==> src/rtl/mult_issue_capture.sv <==
// Issue/capture stage for the combinational 32x32 multiplier: holds operands for a
// multi-cycle path, captures Product, checks it against the DSP reference and returns it.
module mult_issue_capture #(
    parameter int unsigned WAIT_CYCLES = 2,
    parameter int unsigned ERR_CNT_W   = 16
) (
    input  logic                 clk,
    input  logic                 rst_n,
    input  logic                 req_valid,
    output logic                 req_ready,
    input  logic [31:0]          req_a,
    input  logic [31:0]          req_b,
    input  logic                 req_sign,
    output logic [31:0]          mul_a,
    output logic [31:0]          mul_b,
    output logic                 mul_sign,
    input  logic [63:0]          mul_product,
    input  logic [63:0]          mul_product_dsp,
    output logic                 rsp_valid,
    input  logic                 rsp_ready,
    output logic [63:0]          rsp_product,
    output logic                 rsp_mismatch,
    output logic [ERR_CNT_W-1:0] err_count,
    output logic                 busy
);

    localparam logic [1:0] S_IDLE = 2'd0;
    localparam logic [1:0] S_HOLD = 2'd1;
    localparam logic [1:0] S_RESP = 2'd2;

    localparam logic [7:0] CNT_INIT = 8'(WAIT_CYCLES - 1);

    logic [1:0]           r_state;
    logic [7:0]           r_cnt;
    logic [31:0]          r_mul_a;
    logic [31:0]          r_mul_b;
    logic                 r_mul_sign;
    logic [63:0]          r_rsp_product;
    logic                 r_rsp_mismatch;
    logic [ERR_CNT_W-1:0] r_err_count;

    logic [63:0]          w_corr_a;
    logic [63:0]          w_corr_b;
    logic [63:0]          w_expected;
    logic                 w_mismatch;

    // The DSP product is always unsigned; signed results subtract the sign-bit cross terms.
    always_comb begin
        w_corr_a   = r_mul_a[31] ? {r_mul_b, 32'h0} : '0;
        w_corr_b   = r_mul_b[31] ? {r_mul_a, 32'h0} : '0;
        w_expected = r_mul_sign ? (mul_product_dsp - w_corr_a - w_corr_b) : mul_product_dsp;
        w_mismatch = (mul_product != w_expected);
    end

    always_ff @(posedge clk or negedge rst_n) begin
        if (!rst_n) begin
            r_state        <= S_IDLE;
            r_cnt          <= '0;
            r_mul_a        <= '0;
            r_mul_b        <= '0;
            r_mul_sign     <= 1'b0;
            r_rsp_product  <= '0;
            r_rsp_mismatch <= 1'b0;
            r_err_count    <= '0;
        end else begin
            case (r_state)
                S_IDLE: begin
                    if (req_valid) begin
                        r_mul_a    <= req_a;
                        r_mul_b    <= req_b;
                        r_mul_sign <= req_sign;
                        r_cnt      <= CNT_INIT;
                        r_state    <= S_HOLD;
                    end
                end
                S_HOLD: begin
                    if (r_cnt != 8'd0) begin
                        r_cnt <= r_cnt - 8'd1;
                    end else begin
                        r_rsp_product  <= mul_product;
                        r_rsp_mismatch <= w_mismatch;
                        if (w_mismatch && (r_err_count != '1))
                            r_err_count <= r_err_count + 1'b1;
                        r_state <= S_RESP;
                    end
                end
                S_RESP: begin
                    if (rsp_ready)
                        r_state <= S_IDLE;
                end
                default: r_state <= S_IDLE;
            endcase
        end
    end

    assign req_ready    = (r_state == S_IDLE);
    assign busy         = (r_state != S_IDLE);
    assign rsp_valid    = (r_state == S_RESP);
    assign mul_a        = r_mul_a;
    assign mul_b        = r_mul_b;
    assign mul_sign     = r_mul_sign;
    assign rsp_product  = r_rsp_product;
    assign rsp_mismatch = r_rsp_mismatch;
    assign err_count    = r_err_count;

endmodule
==> config.mk <==
export PLATFORM = sky130hd
export DESIGN_NAME = mult_issue_capture
export DESIGN_NICKNAME = d
export VERILOG_FILES = /design/src/rtl/mult_issue_capture.sv
export SDC_FILE = /design/constraint.sdc
export NUM_CORES = 1
export LEC_CHECK = 0
export ABC_AREA = 1
export CORE_MARGIN = 2
export CORE_UTILIZATION = 34
export DETAILED_ROUTE_END_ITERATION = 6
export PLACE_DENSITY = 0.68
export SYNTH_ARGS = -nofsm -noshare
export SYNTH_HDL_FRONTEND = slang
export SYNTH_SLANG_ARGS = --single-unit
==> constraint.sdc <==
create_clock -name clk -period 3.7 [get_ports clk]
set_clock_uncertainty 0.1 [all_clocks]
set_input_delay 0.74 -clock clk [delete_from_list [all_inputs] [get_ports clk]]
set_output_delay 0.74 -clock clk [all_outputs]
set_load 0.05 [all_outputs]
==> flow_summary.json <==
{
  "syn_inst": 1727,
  "firstDrtPassIters": 5,
  "root_buffer": "clkbuf_16",
  "worst_setup_path_end_kind": "register",
  "worst_slew_pin_slew_ns": 0.910,
  "antenna_found_initial": 4,
  "portBuffers": 345,
  "clkTransAtPathRegs_ns": 0.07,
  "final_cells": 2639,
  "cp.arrival_ns": 4.05,
  "die_w_um": 188,
  "dieArea_um2": 35300,
  "cts_tree": "yes",
  "yosysTopAreaCell": "dfrtp_1",
  "dpl.hpwl_um": 31700,
  "synth_warnings": 0,
  "drc_errors": 0,
  "gr-usage-all-layers": 0.227,
  "wl_per_cell_um": 15.1,
  "place_ws_ns": -0.746,
  "synth_top_area_frac": 0.340,
  "drv_cap": 0,
  "relSlewSlack": 0.393,
  "ys_ff_latch": 156,
  "wirelength_met1_um": 18200,
  "grt_max_degree": 104,
  "setup_violations": 15,
  "grt_overflow": 0,
  "syn_area_um2": 11500,
  "row_count": 67,
  "status": "finished, violations left",
  "drive_gt1_frac": 0.148,
  "grt_pass1_wl_um": 63400,
  "worstPathRequired_ns": 3.93,
  "cts_hold_buf": 0,
  "power.density_nw_per_um2": 1100,
  "gp_congestion": 0.922,
  "path_buf_inv": 2,
  "viasPerCell": 4.59,
  "ir_worst_vdd_mv": 0.553,
  "nets": 2437,
  "h-tree-depth": 4,
  "timing.fmax_mhz": 262,
  "synth-edff-count": 0,
  "fin_crit_ns": 3.82,
  "drt_iter0_drc": 648,
  "start_util": 0.344,
  "synthToLayoutAreaGrowth_pct": 52.4,
  "path_common_cell": "nand2_1",
  "synth-seq-area-share": 0.340,
  "syn_area_per_cell_um2": 6.66,
  "slowest_delay_ns": 0.55,
  "fin_hold_ws_ns": 0.190,
  "rsz0062_at_grt": "yes",
  "first_global_vias": 12100,
  "worst_path_max_delay_cell": "clkdlybuf4s50_1",
  "met3WireLength_um": 2120,
  "dieHeight_um": 188,
  "path_class": "input port to register",
  "finish.utilization": 0.524,
  "core_um2": 33400,
  "cp_max_fo": 15,
  "synth-async-reset-ratio": 1.00,
  "fin_ws_ns": -0.118,
  "period_share": 1.03,
  "start_kind": "input port",
  "hold_violations": 0,
  "clock_path_buffers": 2,
  "met2_length_um": 18400,
  "violations": "negative setup slack",
  "slew_viol_final": 0,
  "hold_path.class": "input port to asynchronous set/reset pin",
  "numCtsBuffers": 17,
  "netlist_top_cells_area": "dfrtp_1 (34%), nand2_1 (25%), inv_1 (6.9%)",
  "synth.distinct_cells": 39,
  "route.vias.total": 12100,
  "syn-num-nets": 1990,
  "path_delay_family": "simple AND/OR/NAND/NOR gates",
  "leakage_nw": 8.70,
  "pin_count": 346,
  "ant_nets": 0,
  "placed_cells": 2597,
  "top_layer": "met4",
  "clkLatencyLatePin_ns": 0.44,
  "wl_um": 39700,
  "clock_sinks": 156,
  "path_cells": "clkdlybuf4s50_1 > fa_1 > ha_1 > nand2_1 > nor2_1 > nor2_1 > nand2_1 > a21oi_2 > nand2_1 > nand2_1 > nand3_1 > nand3_1 > nand2_1 > nor2_1 > nand2_1 > nor2_2 > nand3_4 > nand3_4 > nor2_4 > buf_12 > nand2_1 > nand2_1",
  "synthFlopType": "dfrtp_1"
}
-- timing repair --
item | in CTS | in global routing
gates cloned | 0 | 1
buffers inserted | 3 | 2
gates resized for setup | 63 | 42
pin swaps | 20 | 25
endpoints found under the setup margin | 17 | 17
-- cells by family (layout without fill, tap and decap cells) --
group | count (synthesis) | in the layout | share of synthesized area
flip-flops | 156 | 156 | 0.340
AND/OR/NAND/NOR | 1102 | 1103 | 0.404
other | 0 | 4 | 0
adder cells (fa/ha/maj) | 66 | 66 | 0.0921
XOR/XNOR | 27 | 27 | 0.0206
AO/OA/AOI/OAI | 112 | 112 | 0.0532
buffers and inverters | 264 | 723 | 0.0907
-- through the flow --
step	power, mW	TNS (ns)	cell area, um^2
after floorplan	11.3	0	11500
after detailed placement	16.2	-12.14	16300
final	19.2	-1.64	17500
after global placement	16.0	-11.24	16300
after CTS	18.9	-1.29	17300
after global routing	20.8	-5.41	17500
-- layout by cell type (no fill, tap or decap), types with 5 or more instances in the layout --
cell type	count
ha_1	8
nor3_2	7
inv_1	205
buf_4	119
a21oi_1	16
ha_4	27
nand2_2	33
o21bai_1	5
xnor2_1	10
nor3_1	6
nand3b_1	5
a21oi_2	16
nand4_1	6
buf_12	8
inv_2	13
dfrtp_1	153
clkdlybuf4s50_1	331
dlygate4sd2_1	9
nand2_1	757
nor2_4	6
xor2_1	17
or2_2	20
nand3_1	138
clkbuf_16	17
o21ai_0	64
nor2_2	19
fa_1	31
nand2_4	5
nor2_1	83
o21ai_1	5
-- report_power, final --
group          switching (mW)  total [mW]  internal (mW)
clock network           0.778        1.85           1.07
logic                    8.65        14.3           5.68
registers               0.590        3.07           2.48
total                    10.0        19.2           9.23
-- final cells by class --
type / count / area (um^2)
sequential: 156 / 3910
inverter: 218 / 818
timing repair buffer: 473 / 4520
antenna: 4 / 10.0
tap: 448 / 561
multi-input combinational: 1308 / 7100
clock buffer: 21 / 480
clock inverter: 11 / 133
fill: 3237 / 15900
-- layer usage --
layer,vias to the layer above,track usage
li1,6235,-
met1,5463,0.298
met2,368,0.379
met3,60,0.0387
met4,0,0.0793
met5,-,0
-- synth_stat cells (5+ instances only) --
| cell | number |
|---|---|
| nand2_1 | 775 |
| inv_1 | 211 |
| dfrtp_1 | 156 |
| nand3_1 | 140 |
| nor2_1 | 97 |
| o21ai_0 | 67 |
| ha_1 | 35 |
| clkbuf_1 | 32 |
| fa_1 | 31 |
| a21oi_1 | 28 |
| or2_2 | 20 |
| nand2_2 | 19 |
| xor2_1 | 17 |
| nor3_1 | 10 |
| xnor2_1 | 10 |
| inv_2 | 7 |
| nor2_2 | 7 |
| nand4_1 | 6 |
| o21bai_1 | 6 |
| nand3b_1 | 5 |
-- state kept, by name, summed over array words and instances (netlist names) --
name and cells:
mul_sign 1, err_count 16, r_state 2, rsp_product 64
rsp_mismatch 1, mul_a 32, r_cnt 8, mul_b 32
-- path summary, 6_finish.rpt --
kind / slack (ns) / end / start / cells after the start
worst min register to register: 0.37 / r_cnt[0] / r_cnt[0] / 1
max in group asynchronous: 2.47 / mul_b[17] / rst_n / 2
min in group clk: 0.37 / r_cnt[0] / r_cnt[0] / 1
worst max-delay path: -0.12 / err_count[15] / mul_product_dsp[57] / 22
worst max register to register: -0.07 / err_count[15] / mul_b[31] / 25
worst min-delay path: 0.19 / mul_b[7] / rst_n / 1
Note: power is estimated with default switching activity, not from simulation.
